File: config.mk
export PLATFORM = sky130hd
export DESIGN_NAME = pool_layer_ctrl
export DESIGN_NICKNAME = d
export VERILOG_FILES = /design/src/rtl/pool_layer_ctrl.sv
export SDC_FILE = /design/constraint.sdc
export NUM_CORES = 1
export LEC_CHECK = 0
export ABC_AREA = 1
export BUFFER_PORTS_ARGS = -buffer_cell sky130_fd_sc_hd__buf_4
export CAP_MARGIN = 0
export CORE_UTILIZATION = 45
export CTS_BUF_LIST = sky130_fd_sc_hd__clkbuf_16
export DETAILED_ROUTE_END_ITERATION = 8
export GPL_ROUTABILITY_DRIVEN = 0
export PLACE_DENSITY = 0.76
export SYNTH_ARGS = -nofsm -noshare
export SYNTH_HDL_FRONTEND = slang
export SYNTH_SLANG_ARGS = --single-unit
File: constraint.sdc
create_clock -name clk -period 1.9 [get_ports clk]
set_input_delay 0.38 -clock clk [delete_from_list [all_inputs] [get_ports clk]]
set_output_delay 0.38 -clock clk [all_outputs]
set_load 0.02 [all_outputs]
File: src/rtl/pool_layer_ctrl.sv
// ============================================================================
// pool_layer_ctrl
// ----------------------------------------------------------------------------
// Sequencer for a 2x2, stride-2 max-pool layer. It streams one feature map
// row-major from the source buffer into the PE-array pool line buffer, then
// writes each pooled result into the destination buffer.
//
// Ports:
//   clk, rst                  clock, synchronous active-high reset
//   start                     one-cycle pulse, latches config (ignored while busy)
//   src_sel                   1: read buf1 / write buf2, 0: read buf2 / write buf1
//   in_rows, in_cols          input map dimensions
//   src_base, dst_base        first read / first write address
//   busy, done                layer in progress / one-cycle completion pulse
//   aybz_azby_pool            buffer swap select (latched src_sel)
//   buf{1,2}_r_en/_r_addr     buffer read controls
//   buf{1,2}_w_en/_w_addr     buffer write controls
//   shifting_line_pool        shift one pixel into the pool line buffer
//   line_buffer_reset_pool    clear the pool line buffer
//   row_length_pool           latched in_cols
//   cycle_count               busy-cycle counter (optional)
//
// Optional feature: define POOL_CYCLE_CNT_EN to build the busy-cycle counter;
// otherwise cycle_count is tied to 0.
// ============================================================================
module pool_layer_ctrl #(
    parameter int ADDR_W  = 12,
    parameter int DIM_W   = 8,
    parameter int RD_LAT  = 1,
    parameter int PEA_LAT = 2
) (
    input  logic              clk,
    input  logic              rst,
    input  logic              start,
    input  logic              src_sel,
    input  logic [DIM_W-1:0]  in_rows,
    input  logic [DIM_W-1:0]  in_cols,
    input  logic [ADDR_W-1:0] src_base,
    input  logic [ADDR_W-1:0] dst_base,
    output logic              busy,
    output logic              done,
    output logic              aybz_azby_pool,
    output logic              buf1_r_en,
    output logic              buf2_r_en,
    output logic [ADDR_W-1:0] buf1_r_addr,
    output logic [ADDR_W-1:0] buf2_r_addr,
    output logic              buf1_w_en,
    output logic              buf2_w_en,
    output logic [ADDR_W-1:0] buf1_w_addr,
    output logic [ADDR_W-1:0] buf2_w_addr,
    output logic              shifting_line_pool,
    output logic              line_buffer_reset_pool,
    output logic [DIM_W-1:0]  row_length_pool,
    output logic [31:0]       cycle_count
);

    localparam int DRAIN_LEN = RD_LAT + PEA_LAT;
    localparam int DRAIN_W   = $clog2(DRAIN_LEN + 1);

    typedef enum logic [2:0] {
        S_IDLE,
        S_CLEAR,
        S_STREAM,
        S_DRAIN,
        S_DONE
    } state_t;

    state_t              state;
    logic                busy_q;
    logic                done_q;
    logic                lbr_q;
    logic                sel_q;
    logic [DIM_W-1:0]    rows_q;
    logic [DIM_W-1:0]    cols_q;
    logic                rd_active;
    logic [ADDR_W-1:0]   rd_addr;
    logic [DIM_W-1:0]    rd_row;
    logic [DIM_W-1:0]    rd_col;
    logic [DRAIN_W-1:0]  drain_cnt;

    logic                accept;
    logic                last_pixel;
    logic                rd_win;

    logic [RD_LAT-1:0]   sh_vld;
    logic [RD_LAT-1:0]   sh_win;
    logic [PEA_LAT-1:0]  wr_pipe;
    logic [ADDR_W-1:0]   wr_addr;
    logic                wr_fire;

    assign accept     = (state == S_IDLE) && start;
    assign last_pixel = (rd_row == rows_q - DIM_W'(1)) && (rd_col == cols_q - DIM_W'(1));
    // A read at odd row and odd column is the bottom-right pixel of a window.
    assign rd_win     = rd_active && rd_row[0] && rd_col[0];

    // Layer sequencing. The read address is preloaded with src_base at start
    // and simply increments while streaming, so it wraps mod 2^ADDR_W for free.
    always_ff @(posedge clk) begin
        if (rst) begin
            state     <= S_IDLE;
            busy_q    <= 1'b0;
            done_q    <= 1'b0;
            lbr_q     <= 1'b0;
            sel_q     <= 1'b0;
            rows_q    <= '0;
            cols_q    <= '0;
            rd_active <= 1'b0;
            rd_addr   <= '0;
            rd_row    <= '0;
            rd_col    <= '0;
            drain_cnt <= '0;
        end else begin
            case (state)
                S_IDLE: begin
                    if (start) begin
                        sel_q   <= src_sel;
                        rows_q  <= in_rows;
                        cols_q  <= in_cols;
                        rd_addr <= src_base;
                        busy_q  <= 1'b1;
                        if ((in_rows < DIM_W'(2)) || (in_cols < DIM_W'(2))) begin
                            state  <= S_DONE;
                            done_q <= 1'b1;
                        end else begin
                            state <= S_CLEAR;
                            lbr_q <= 1'b1;
                        end
                    end
                end
                S_CLEAR: begin
                    lbr_q     <= 1'b0;
                    rd_active <= 1'b1;
                    rd_row    <= '0;
                    rd_col    <= '0;
                    state     <= S_STREAM;
                end
                S_STREAM: begin
                    if (last_pixel) begin
                        rd_active <= 1'b0;
                        drain_cnt <= '0;
                        state     <= S_DRAIN;
                    end else begin
                        rd_addr <= rd_addr + ADDR_W'(1);
                        if (rd_col == cols_q - DIM_W'(1)) begin
                            rd_col <= '0;
                            rd_row <= rd_row + DIM_W'(1);
                        end else begin
                            rd_col <= rd_col + DIM_W'(1);
                        end
                    end
                end
                S_DRAIN: begin
                    // Covers the read latency plus PE-array latency of the last window.
                    if (drain_cnt == DRAIN_W'(DRAIN_LEN - 1)) begin
                        done_q <= 1'b1;
                        state  <= S_DONE;
                    end else begin
                        drain_cnt <= drain_cnt + DRAIN_W'(1);
                    end
                end
                S_DONE: begin
                    done_q <= 1'b0;
                    busy_q <= 1'b0;
                    state  <= S_IDLE;
                end
                default: state <= S_IDLE;
            endcase
        end
    end

    // Pixel and write pipelines: the read is delayed RD_LAT cycles to form the
    // shift strobe, and a window-closing shift is delayed PEA_LAT more cycles
    // to form the write strobe. The write address counts up from dst_base.
    always_ff @(posedge clk) begin
        if (rst) begin
            sh_vld  <= '0;
            sh_win  <= '0;
            wr_pipe <= '0;
            wr_addr <= '0;
        end else begin
            sh_vld[0] <= rd_active;
            sh_win[0] <= rd_win;
            for (int i = 1; i < RD_LAT; i++) begin
                sh_vld[i] <= sh_vld[i-1];
                sh_win[i] <= sh_win[i-1];
            end
            wr_pipe[0] <= sh_win[RD_LAT-1];
            for (int i = 1; i < PEA_LAT; i++) begin
                wr_pipe[i] <= wr_pipe[i-1];
            end
            if (accept) begin
                wr_addr <= dst_base;
            end else if (wr_fire) begin
                wr_addr <= wr_addr + ADDR_W'(1);
            end
        end
    end

    assign wr_fire = wr_pipe[PEA_LAT-1];

    assign busy                   = busy_q;
    assign done                   = done_q;
    assign aybz_azby_pool         = sel_q;
    assign row_length_pool        = cols_q;
    assign line_buffer_reset_pool = lbr_q;
    assign shifting_line_pool     = sh_vld[RD_LAT-1];

    assign buf1_r_en   = rd_active && sel_q;
    assign buf2_r_en   = rd_active && !sel_q;
    assign buf1_r_addr = buf1_r_en ? rd_addr : '0;
    assign buf2_r_addr = buf2_r_en ? rd_addr : '0;

    // The destination is always the buffer not being read.
    assign buf1_w_en   = wr_fire && !sel_q;
    assign buf2_w_en   = wr_fire && sel_q;
    assign buf1_w_addr = buf1_w_en ? wr_addr : '0;
    assign buf2_w_addr = buf2_w_en ? wr_addr : '0;

`ifdef POOL_CYCLE_CNT_EN
    logic [31:0] cnt_q;

    // Counts busy cycles of the current layer; holds after done.
    always_ff @(posedge clk) begin
        if (rst) begin
            cnt_q <= '0;
        end else if (accept) begin
            cnt_q <= '0;
        end else if (busy_q) begin
            cnt_q <= cnt_q + 32'd1;
        end
    end

    assign cycle_count = cnt_q;
`else
    assign cycle_count = '0;
`endif

endmodule

**Yosys cells after proc, flatten, opt, wreduce, memory -nomap -nowiden**

Index checks and enable logic that the tools add are counted.

- Memories kept: 0
- Word-level logic and storage cells: 102
- Bits in registers: 70
- Bits in latches: 0
- Output and inout port bits: 97
- ROM bits: 0
- Memory bits (writable): 0

- Magnitude comparators: 2
- Multiplexer cells: 34
- Bitwise logic cells: 0
- Shift-type cells: 0
- $mul: 0
- Div/mod/pow operators: 0
- Equality and inequality tests: 15
- Add/subtract/negate cells: 7
- Reductions and logical operators: 28

Operator list:

| operator | number |
|---|---|
| 12-bit two-way mux | 8 |
| 8-bit two-way mux | 4 |
| 8-bit case mux with 2 select lines | 2 |
| 12-bit by 1-bit adder with 12-bit output (second input constant) | 2 |
| 12-bit case mux with 2 select lines | 1 |
| 8-bit by 1-bit adder with 8-bit output (second input constant) | 2 |
| 8-bit equality test | 2 |
| 8-bit by 2-bit < comparator with 1-bit output (second input constant) | 2 |
| 8-bit by 1-bit subtractor with 8-bit output (second input constant) | 2 |
| 3-bit AND reduction | 5 |
| 2-bit != test (second input constant) | 7 |
| 3-bit two-way mux | 4 |
| 3-bit case mux with 4 select lines | 1 |
| 2-bit nonzero test | 6 |
| 1-bit logical AND | 8 |
| 2-bit AND reduction | 4 |
| 1-bit two-way mux | 7 |
| 3-bit by 2-bit equality test with 1-bit output (second input constant) | 2 |
| 1-bit case mux with 2 select lines | 3 |
| 2-bit two-way mux | 2 |
| 2-bit case mux with 2 select lines | 1 |
| 4-bit AND reduction | 1 |
| 3-bit by 1-bit equality test with 1-bit output (second input constant) | 1 |
| 3-bit equality test (second input constant) | 1 |
| other kinds (8) | 8 |

**Logic depth before layout (Yosys ltp)**

- Depth after elaboration: 5
- Mapped depth: 17

**Least setup slack after synthesis**

No wires, ideal clock.

- Path kind: register to register
- From: reg cols_q[0] (netlist: row_length_pool[0])
- To: reg rd_addr[9]
- Clock period less this slack: 2070 ps
- Setup slack: -170 ps
- Library setup time: 113 ps
- Path buffers: 1
- Arrival: 1957 ps
- Required time: 1787 ps
- Cell stages (with the launch flop): 17
- Cell sequence: dfxtp_1 > inv_2 > ha_1 > inv_1 > nand2_1 > nand2_2 > xor2_2 > inv_1 > nor2_1 > nand2_1 > nor2_2 > nand3_4 > nand2_4 > buf_6 > nand2_1 > nand2_1 > nor2_1

- Longest elaborated chain between the ends: 5

RTL lines:

| what | RTL line | text |
|---|---|---|
| start: declaration | 74 | `logic [DIM_W-1:0] cols_q;` |
| start signal: assignment | 118 | `cols_q <= in_cols;` |
| 8-bit by 1-bit subtractor with 8-bit output | 92 | `assign last_pixel = (rd_row == rows_q - DIM_W'(1)) && (rd_col == cols_q - DIM_W'(1));` |
| 8-bit equality test | 92 |  |
| 1-bit logical AND | 92 |  |
| 2-bit != test (no line) | - |  |
| 3-bit AND reduction (no line) | - |  |
| end signal: assignment | 119 | `rd_addr <= src_base;` |
| end signal: assignment | 143 | `rd_addr <= rd_addr + ADDR_W'(1);` |
| end: declaration | 76 | `logic [ADDR_W-1:0] rd_addr;` |

No other way between the ends.
A chain may end at the register's enable or synchronous reset.

**Worst setup path in the final report**

- From: reg rows_q[1]
- To: reg rd_addr[1]

- Longest elaborated chain between the ends: 5

RTL lines:

| what | RTL line | text |
|---|---|---|
| start: declaration | 73 | `logic [DIM_W-1:0] rows_q;` |
| start signal: assignment | 117 | `rows_q <= in_rows;` |
| 8-bit by 1-bit subtractor with 8-bit output | 92 |  |
| 8-bit equality test | 92 |  |
| 1-bit logical AND | 92 |  |
| 2-bit != test (no line) | - |  |
| 3-bit AND reduction (no line) | - |  |

No other way between the ends.

==> flow_summary.toml <==
[outcome]
status = "complete, but fails checks"
violations = "setup timing"

[synth]
ys_seq_elements = 70
syn_avg_cell_area_um2 = 6.326
synth_cells = 735
synth_commonest_cells = "161 x nand2_1, 119 x nor2_1, 87 x inv_1"
synth_flop_cell = "dfxtp_1"
synth_top_area_share_pct = 30.14
netlist_top_cells_area = "dfxtp_1 30%, nand2_1 13%, nor2_1 9.6%"
yosys.area.top_type = "dfxtp_1"
yosys_warnings = 0
async_flop_share_pct = 0
synth_cell_types = 40
synth_edf_count = 0
netlist_area_um2 = 4649
synth_most_common_cell = "nand2_1"
ys_seq_area_share_pct = 30.14

[placed_design]
place_hpwl_mm = 8.805
placed_cell_area_um2 = 5607
dp.cells = 978
port_buffers = 108

[timing]
max_freq_ghz = 0.5131
hold_viol = 0
holdWs_ns = 0.3114
min_period_over_period_pct = 102.6
rsz0062_at_grt = "true"
fin_crit_ns = 1.949
maxSlewViolCount = 0
setup_violations = 19
fin_skew_ns = 0.008867
worst_slack_ns = -0.04889

[layout]
drive_gt1_share_pct = 28.19
antenna_cells = 0
fill_cells = 915
seqCellArea_um2 = 1416
stdcell_count = 1002
nets = 915
syn2layout_area_growth_pct = 33.05
post-route-cell-area_um2 = 6186
multi_input_area_um2 = 2841
final_util_pct = 62.42

[routing]
drtPass1Iterations = 4
drc = 0
num_vias = 4824
wire_per_inst_um = 12.29
drtIter0Drc = 200
routed_wl_mm = 12.32
drt-vias-per-instance = 4.814
antenna_left = 0

[worst_setup_path]
crit_type = "reg2reg"
startpoint_type = "flip-flop"
worstSetupEndpointType = "flip-flop"
reg2reg_slack_ns = -0.05
critPathRequiredTime_ns = 2.13
cp_max_fo = 6
arrival_ns = 2.18

[grt]
grt_pass1_wl_mm = 20.38
grt_pass1_vias = 4355
grtUsageTotal_pct = 22.65
grt_max_degree = 40
overflow = 0
antenna_found_initial = 0

[floorplan]
die_h_um = 103.6
num_rows = 36
floorplan.initialDensity_pct = 46.92
coreArea_um2 = 9910
die_area_um2 = 10740
dieWidth_um = 103.6
boundaryPins = 141

[clock_network]
cts_hold_buf = 0
path_clk_slew_ns = 0.06
numCtsBuffers = 9
cts_tree = "done"
cts_num_sinks = 70
clkLatencyLatePin_ns = 0.34
root_buffer = "clkbuf_16"
cts_buffer_depth = 2
cts-htree-levels = 3

[job]
maxCapViolCount = 0

[worst_hold_path]
holdCritPathClass = "in2reg"

[pwr]
power.density_nw_per_um2 = 1408
ir_worst_vdd_mv = 0.6932
leakage_nw = 2.888
sequential cells by signal, summed over array words and instances (netlist names), 2 cells and up:
signal	flops
wr_pipe	2
rd_row	8
state	3
drain_cnt	2
row_length_pool	8
rows_q	8
wr_addr	12
rd_addr	12
rd_col	8
worst paths after layout:
kind,from,depth (start not counted),to
max,rows_q[1],16,rd_addr[1]
min,src_sel,3,aybz_azby_pool
max reg2reg,rows_q[1],16,rd_addr[1]
min reg2reg,wr_pipe[0],2,wr_pipe[1]
kinds of logic (layout without fill, tap and decap cells):
family          Yosys count  after routing  share of synthesized area (%)
simple gates            376            376                          34.90
buf+inv                 150            252                          15.39
compound gates          104            105                          12.35
flops                    70             70                          30.14
xor+xnor                 27             27                          5.248
fa+ha+maj                 7              7                          1.884
other cells               1             32                        0.08065
placed cells by master, fill, tap and decap left out, drive strengths merged:
cell	count
inv	97
nand4	10
conb	32
a22oi	1
bufinv	2
nor3	14
xor2	19
o21ai	43
o211ai	7
or2	4
clkinv	1
a31oi	7
o21bai	3
xnor2	8
clkbuf	9
dfxtp	70
nand2	170
a21oi	41
buf	143
ha	7
o22ai	1
a31o	1
nand3	45
nor2	128
a311oi	1
nor3b	1
nor4	4
stage by stage:
stage,power [mW],setup TNS (ns),worst slack [ns]
after global placement,6.136,-0.3817,-0.04883
after global routing,9.388,-3.227,-0.1504
final,8.708,-0.5097,-0.04889
after detailed placement,6.204,-1.016,-0.1054
after CTS,8.331,-0.4682,-0.04089
after floorplan,5.217,-0.2520,-0.02520
power breakdown:
part	total, mW	switching, mW	leakage, nW	internal [mW]
Combinational	4.59	2.86	2.15	1.73
Clock	1.82	0.668	0.162	1.16
Sequential	2.29	0.406	0.578	1.89
area by class of cell:
class | instances | area share [%]
multi-input cells | 547 | 45.93
well taps | 133 | 2.690
flip-flops and latches | 70 | 22.90
inverters | 93 | 5.684
clock buffers | 9 | 3.641
clock inverters | 7 | 1.557
repair buffers | 143 | 17.60
routing by layer:
metal  track usage [%]  part of all wire (%)
met1             30.80                    49
met2             36.58                    46
met3             4.216                   4.4
met4             6.004                  0.97
met5                 0                     0
worst max-delay path, cell delays in order (launching register included):
cell and delay, ns:
dfxtp_2 0.35, inv_2 0.06, ha_4 0.26, inv_2 0.03, nand2_1 0.05, nand2_1 0.04
nor2_1 0.08, nand3_1 0.10, nor2_2 0.11, nand3_2 0.09, nor2_4 0.13, nand3_4 0.15
nand2_8 0.12, buf_8 0.13, nand2_4 0.04, nand2_2 0.05, nor2_2 0.04
repair_timing:
action / in CTS / in global routing
resized for setup: 24 / 47
buffers inserted: 4 / 3
pin swaps: 13 / 20
cloned: 1 / 0
endpoints found under the setup margin: 23 / 83
Note: power is estimated with default switching activity, not from simulation.
